<file path="src/rtl/col_parity_pkg.sv">
// col_parity_pkg: shared types and defaults for the column-parity sequencer
package col_parity_pkg;
    localparam int PAGES_DEF   = 64;
    localparam int IDX_W_DEF   = 6;
    localparam int MEM_LAT_DEF = 1;
    localparam int SLICE_W     = 25;

    typedef enum logic [2:0] {
        IDLE, PRE_FETCH, PRE_LATCH, FETCH, LATCH, COMPUTE, WRITE, DONE
    } state_e;

    function automatic logic is_wait(state_e s);
        return s == PRE_FETCH || s == FETCH;
    endfunction
endpackage

</file>
<file path="src/rtl/colpar_wait_cnt.sv">
// colpar_wait_cnt: loadable down-counter that times the memory read latency
module colpar_wait_cnt #(
    parameter int W = 1
) (
    input  logic         clk_i,
    input  logic         rst_ni,
    input  logic         load_i,
    input  logic         dec_i,
    input  logic [W-1:0] load_val_i,
    output logic [W-1:0] cnt_o,
    output logic         zero_o
);
    logic [W-1:0] cnt_q, cnt_d;

    // load wins over decrement; decrement stops at zero
    always_comb cnt_d = load_i ? load_val_i : (dec_i && cnt_q != '0) ? cnt_q - 1'b1 : cnt_q;

    // counter register
    always_ff @(posedge clk_i or negedge rst_ni)
        if (!rst_ni) cnt_q <= '0;
        else         cnt_q <= cnt_d;

    assign cnt_o  = cnt_q;
    assign zero_o = cnt_q == '0;
endmodule

</file>
<file path="src/rtl/col_parity_ctrl.sv">
// col_parity_ctrl: page sequencer for the theta datapath; COLPAR_CTRL_PERF_EN adds stall_cnt
module col_parity_ctrl
    import col_parity_pkg::*;
#(
    parameter int PAGES   = PAGES_DEF,
    parameter int IDX_W   = IDX_W_DEF,
    parameter int MEM_LAT = MEM_LAT_DEF
) (
    input  logic             clk,
    input  logic             reset,
    input  logic             start,
    input  logic             out_ready,
`ifdef COLPAR_CTRL_PERF_EN
    output logic [15:0]      stall_cnt,
`endif
    output logic             Ready,
    output logic             Done,
    output logic [IDX_W-1:0] page_index,
    output logic             rst1,
    output logic             rst2,
    output logic             rst3,
    output logic             ld1,
    output logic             ld2,
    output logic             ld3,
    output logic             shift,
    output logic             id_rst,
    output logic             inc_i,
    output logic             out_wr
);
    localparam int              CW     = MEM_LAT > 1 ? $clog2(MEM_LAT) : 1;
    localparam logic [CW-1:0]   LAT_M1 = CW'(MEM_LAT - 1);
    localparam logic [IDX_W-1:0] LAST  = IDX_W'(PAGES - 1);

    state_e           state_q, state_d;
    logic [IDX_W-1:0] idx_q, idx_d;
    logic [CW-1:0]    wcnt;
    logic             wzero, xfer, last, pf_first;

    assign xfer     = state_q == WRITE && out_ready;
    assign last     = idx_q == LAST;
    assign pf_first = state_q == PRE_FETCH && wcnt == LAT_M1;

    // the counter is loaded when a wait state is entered and runs down while in it
    colpar_wait_cnt #(.W(CW)) u_wait (
        .clk_i      (clk),
        .rst_ni     (reset),
        .load_i     (is_wait(state_d) && state_d != state_q),
        .dec_i      (is_wait(state_q)),
        .load_val_i (LAT_M1),
        .cnt_o      (wcnt),
        .zero_o     (wzero)
    );

    // state and page index registers
    always_ff @(posedge clk or negedge reset)
        if (!reset) begin
            state_q <= IDLE;
            idx_q   <= '0;
        end else begin
            state_q <= state_d;
            idx_q   <= idx_d;
        end

    // next-state decode; WRITE holds until downstream accepts
    always_comb begin
        state_d = state_q;
        case (state_q)
            IDLE:      if (start) state_d = PRE_FETCH;
            PRE_FETCH: if (wzero) state_d = PRE_LATCH;
            PRE_LATCH: state_d = FETCH;
            FETCH:     if (wzero) state_d = LATCH;
            LATCH:     state_d = COMPUTE;
            COMPUTE:   state_d = WRITE;
            WRITE:     if (out_ready) state_d = last ? DONE : FETCH;
            default:   state_d = IDLE;
        endcase
    end

    // index restarts at page 0 after the wrap pre-load and returns to 0 at the end of a run
    always_comb idx_d = (state_q == PRE_LATCH || state_q == DONE) ? '0 : (xfer && !last) ? idx_q + 1'b1 : idx_q;

    // output decode; WRITE strobes depend on out_ready so a stalled slice stays put
    always_comb begin
        Ready      = state_q == IDLE;
        Done       = state_q == DONE;
        page_index = (state_q == PRE_FETCH || state_q == PRE_LATCH) ? LAST : idx_q;
        rst1       = pf_first;
        rst2       = pf_first;
        rst3       = pf_first;
        id_rst     = pf_first;
        ld1        = state_q == PRE_LATCH || xfer;
        ld2        = state_q == LATCH;
        ld3        = state_q == COMPUTE;
        shift      = xfer;
        inc_i      = xfer;
        out_wr     = state_q == WRITE;
    end

`ifdef COLPAR_CTRL_PERF_EN
    logic [15:0] stall_q, stall_d;

    // saturating count of back-pressured WRITE cycles, cleared when a run is accepted
    always_comb stall_d = (state_q == IDLE && start) ? '0 :
                          (state_q == WRITE && !out_ready && stall_q != 16'hFFFF) ? stall_q + 1'b1 : stall_q;

    // stall counter register
    always_ff @(posedge clk or negedge reset)
        if (!reset) stall_q <= '0;
        else        stall_q <= stall_d;

    assign stall_cnt = stall_q;
`endif
endmodule

</file>
<file path="config.mk">
export PLATFORM = sky130hd
export DESIGN_NAME = col_parity_ctrl
export DESIGN_NICKNAME = d
export VERILOG_FILES = /design/src/rtl/col_parity_pkg.sv /design/src/rtl/colpar_wait_cnt.sv /design/src/rtl/col_parity_ctrl.sv
export SDC_FILE = /design/constraint.sdc
export NUM_CORES = 1
export LEC_CHECK = 0
export CAP_MARGIN = 20
export CORE_MARGIN = 2
export CORE_UTILIZATION = 40
export DETAILED_ROUTE_END_ITERATION = 10
export GPL_TIMING_DRIVEN = 0
export PLACE_DENSITY = 0.7
export RECOVER_POWER = 50
export SLEW_MARGIN = 10
export SYNTH_ARGS = -nofsm -noshare
export SYNTH_HDL_FRONTEND = slang
export SYNTH_SLANG_ARGS = --single-unit
</file>
<file path="constraint.sdc">
create_clock -name clk -period 2.2 [get_ports clk]
set_clock_uncertainty 0.2 [all_clocks]
set_input_delay 0.44 -clock clk [delete_from_list [all_inputs] [get_ports clk]]
set_output_delay 0.44 -clock clk [all_outputs]
set_load 0.01 [all_outputs]
</file>
==> flow_metrics.py <==
metrics = {
    "placement": {
        "gp_congestion": 0.799,
        "dp.cells": 126,
        "port-buffer-count": 21,
        "dp_hpwl_mm": 1.17,
        "pre_cts_ws_ns": -0.374,
        "dpl_cell_area_um2": 975,
    },
    "clock_network": {
        "ctsRootBufferMaster": "clkbuf_4",
        "cts_tree": "yes",
        "cts_sinks": 10,
        "htreeDepth": 1,
        "clk_path_buf_depth": 2,
        "cts.clk_slew.worst_paths_ns": 0.06,
        "cts_made_buffers": 3,
        "clk_latency_ns": 0.26,
        "hold_buffers": 0,
    },
    "synth": {
        "yosysSeqAreaShare_pct": 34.1,
        "ys_types": 31,
        "async_flop_share_pct": 100,
        "synth_ff_type": "dfrtp_1",
        "syn_inst": 80,
        "synth-edff-count": 0,
        "synth_seq_cells": 10,
        "synth_area_leaders": "dfrtp_1 34%, buf_4 5.1%, or2_1 5.1%, mux2i_1 4.1%, o211ai_1 4.1%",
        "synthesis.area_um2": 733,
        "yosysWarnings": 0,
        "synth.net_count": 85,
        "synth_top_area_share_pct": 34.1,
        "synth_top_area_cell": "dfrtp_1",
        "synth.avg_cell_area_um2": 9.17,
    },
    "critical_path": {
        "cp-start-kind": "flop",
        "cp_slowest_cell": "dfrtp_1",
        "worst_setup_path_end_kind": "primary output",
        "cp_max_fo": 5,
        "reg2reg_setup_slack_ns": 0.47,
        "path_cells": "buf_6 -> nand2b_4 -> a21oi_4 -> buf_6 -> buf_6 -> or2_1 -> buf_2",
        "slowest_delay_ns": 0.39,
        "cp.arrival_ns": 1.52,
        "reg2reg_depth": 4,
        "required_ns": 1.56,
        "path_class": "flop to primary output",
        "cp_common_cell": "buf_6",
    },
    "drt": {
        "post_drt_wl_per_cell_um": 12.2,
        "postRouteAntennaNets": 0,
        "viasPerCell": 5.22,
        "drtIter0Drc": 12,
        "drt-pass1-iter-count": 4,
        "wl_mm": 1.68,
        "vias": 720,
        "drc_errors": 0,
    },
    "timing": {
        "setup_tns_ns": 0,
        "post-route-period-util_pct": 98.2,
        "worst_pin_slew_ns": 0.472,
        "drv_slew": 0,
        "clock.fmax_mhz": 463,
        "period_minus_slack_ns": 2.16,
        "rsz0062_at_grt": "yes",
        "timing.hold.ws_ns": 0.362,
        "finalHoldViolations": 0,
        "worst_slew_margin_rel_pct": 68.4,
        "setup_ws_ns": 0.0401,
        "setup_viol": 0,
    },
    "floorplanning": {
        "fp.coreArea_um2": 1730,
        "rows": 15,
        "fp.dieH_um": 46.8,
        "start_util_pct": 42.5,
        "die-area_um2": 2190,
        "die_width_um": 46.8,
        "io_pins": 22,
    },
    "pwr": {
        "swShare_pct": 40.0,
        "combPwrFrac_pct": 69.1,
        "p_per_area_nw_per_um2": 1300,
        "p_leak_nw": 0.578,
        "power_mw": 1.42,
        "seq_power_share_pct": 19.6,
        "clkPwrFrac_pct": 11.3,
        "switching_power_mw": 0.568,
        "worst_ir_drop_vdd_mv": 0.830,
        "p_int_mw": 0.852,
    },
    "run": {
        "cap_violations": 0,
    },
    "final_layout": {
        "drive_gt1_share_pct": 32.7,
        "post-route-util_pct": 63.3,
        "fin_cells": 138,
        "fin_area_um2": 1090,
        "nets": 119,
        "syn_to_final_growth_pct": 49.1,
        "n_antenna_cell": 0,
    },
    "outcome": {
        "status": "complete, no violations",
    },
    "global_route": {
        "grt_max_degree": 11,
        "grt_pass1_wl_mm": 2.62,
        "overflow": 0,
        "grt_pass1_vias": 573,
        "grt_use_total_pct": 16.7,
        "antenna_found_initial": 0,
    },
    "hold_path": {
        "holdPathStages": 1,
        "hold_class": "flop to flop",
    },
}
worst paths after layout:
check	from	to
setup / recovery	state_q[0]$_DFF_PN0_	page_index[4]
hold / removal	idx_q[0]$_DFFE_PN0P_	idx_q[0]$_DFFE_PN0P_
setup reg to reg	idx_q[0]$_DFFE_PN0P_	u_wait.cnt_o$_DFFE_PN0P_
hold reg to reg	idx_q[0]$_DFFE_PN0P_	idx_q[0]$_DFFE_PN0P_
max in group asynchronous	reset	state_q[1]$_DFF_PN0_
min in group asynchronous	reset	idx_q[3]$_DFFE_PN0P_
registers in the layout, summed over array words and instances (netlist names):
register and cells:
idx_q 6, state_q 3, u_wait.cnt_o 1
cell type report:
| class | instances | area [um^2] |
|---|---|---|
| Inverter | 6 | 22.5 |
| Sequential cell | 10 | 251 |
| Tap cell | 25 | 31.3 |
| Clock buffer | 4 | 36.3 |
| Buffer | 7 | 63.8 |
| Timing Repair Buffer | 30 | 249 |
| Fill cell | 165 | 633 |
| Multi-Input combinational cell | 56 | 439 |
cells in the mapped netlist, types with 2 or more instances:
master,count
dfrtp_1,10
nor2_1,4
buf_2,2
inv_1,6
a21oi_1,5
nor3_1,3
mux2i_1,3
and3_1,4
o211ai_1,4
nand2b_1,4
or2_1,6
o21ai_0,5
and4_1,2
buf_4,5
critical path: cells and delay by family, from the launching register on:
kind,cells,cell delay [ns]
AO/OA/AOI/OAI,1,0.18
buffers and inverters,4,0.45
flip-flops,1,0.39
AND/OR/NAND/NOR,2,0.23
cell usage in the layout (no fill, tap or decap), types with 2 or more instances in the layout:
cell,instances
inv_1,6
a21oi_1,4
buf_4,11
dfrtp_1,9
clkbuf_4,3
clkdlybuf4s15_1,3
o21ai_0,5
nand2b_4,2
o211ai_1,4
dlygate4sd2_1,8
nor3_1,2
or2_1,6
nand2b_1,2
clkbuf_2,3
buf_2,3
nor2_1,4
buf_6,6
mux2i_1,3
and3_1,4
and4_1,2
cell families (layout without fill, tap and decap cells):
family,Yosys count,count (layout),share of synthesized area [%]
and+or+nand+nor,30,30,26.6
AOI/OAI and AO/OA,20,20,20.0
buffers and inverters,14,47,11.1
DFF,10,10,34.1
muxes,3,3,4.10
xor gates and xnor gates,2,2,2.39
adders and majority gates,1,1,1.71
power by group through the flow:
stage / registers (mW) / logic, mW / clock network, mW
4_1_cts: 0.262 / 0.995 / 0.166
3_3_place_gp: 0.258 / 0.876 / 0
3_5_place_dp: 0.259 / 0.886 / 0
5_1_grt: 0.287 / 1.06 / 0.175
2_1_floorplan: 0.251 / 0.490 / 0
6_report: 0.279 / 0.981 / 0.160
repair_timing:
item | in CTS | in global routing
pin swaps | 2 | 1
setup buffers | 9 | 1
gates cloned | 0 | 0
resized for setup | 40 | 15
hold endpoints to repair | 0 | 0
setup endpoints to repair | 18 | 11
routing by layer:
layer | vias to the layer above | GRT usage [%] | share of wire, %
met4 | 0 | 3.33 | 0.48
li1 | 354 | - | -
met2 | 22 | 25.2 | 45
met3 | 2 | 4.62 | 5.2
met5 | - | 0 | 0
met1 | 342 | 24.3 | 49
No activity file was read; power rests on OpenSTA's default activity.
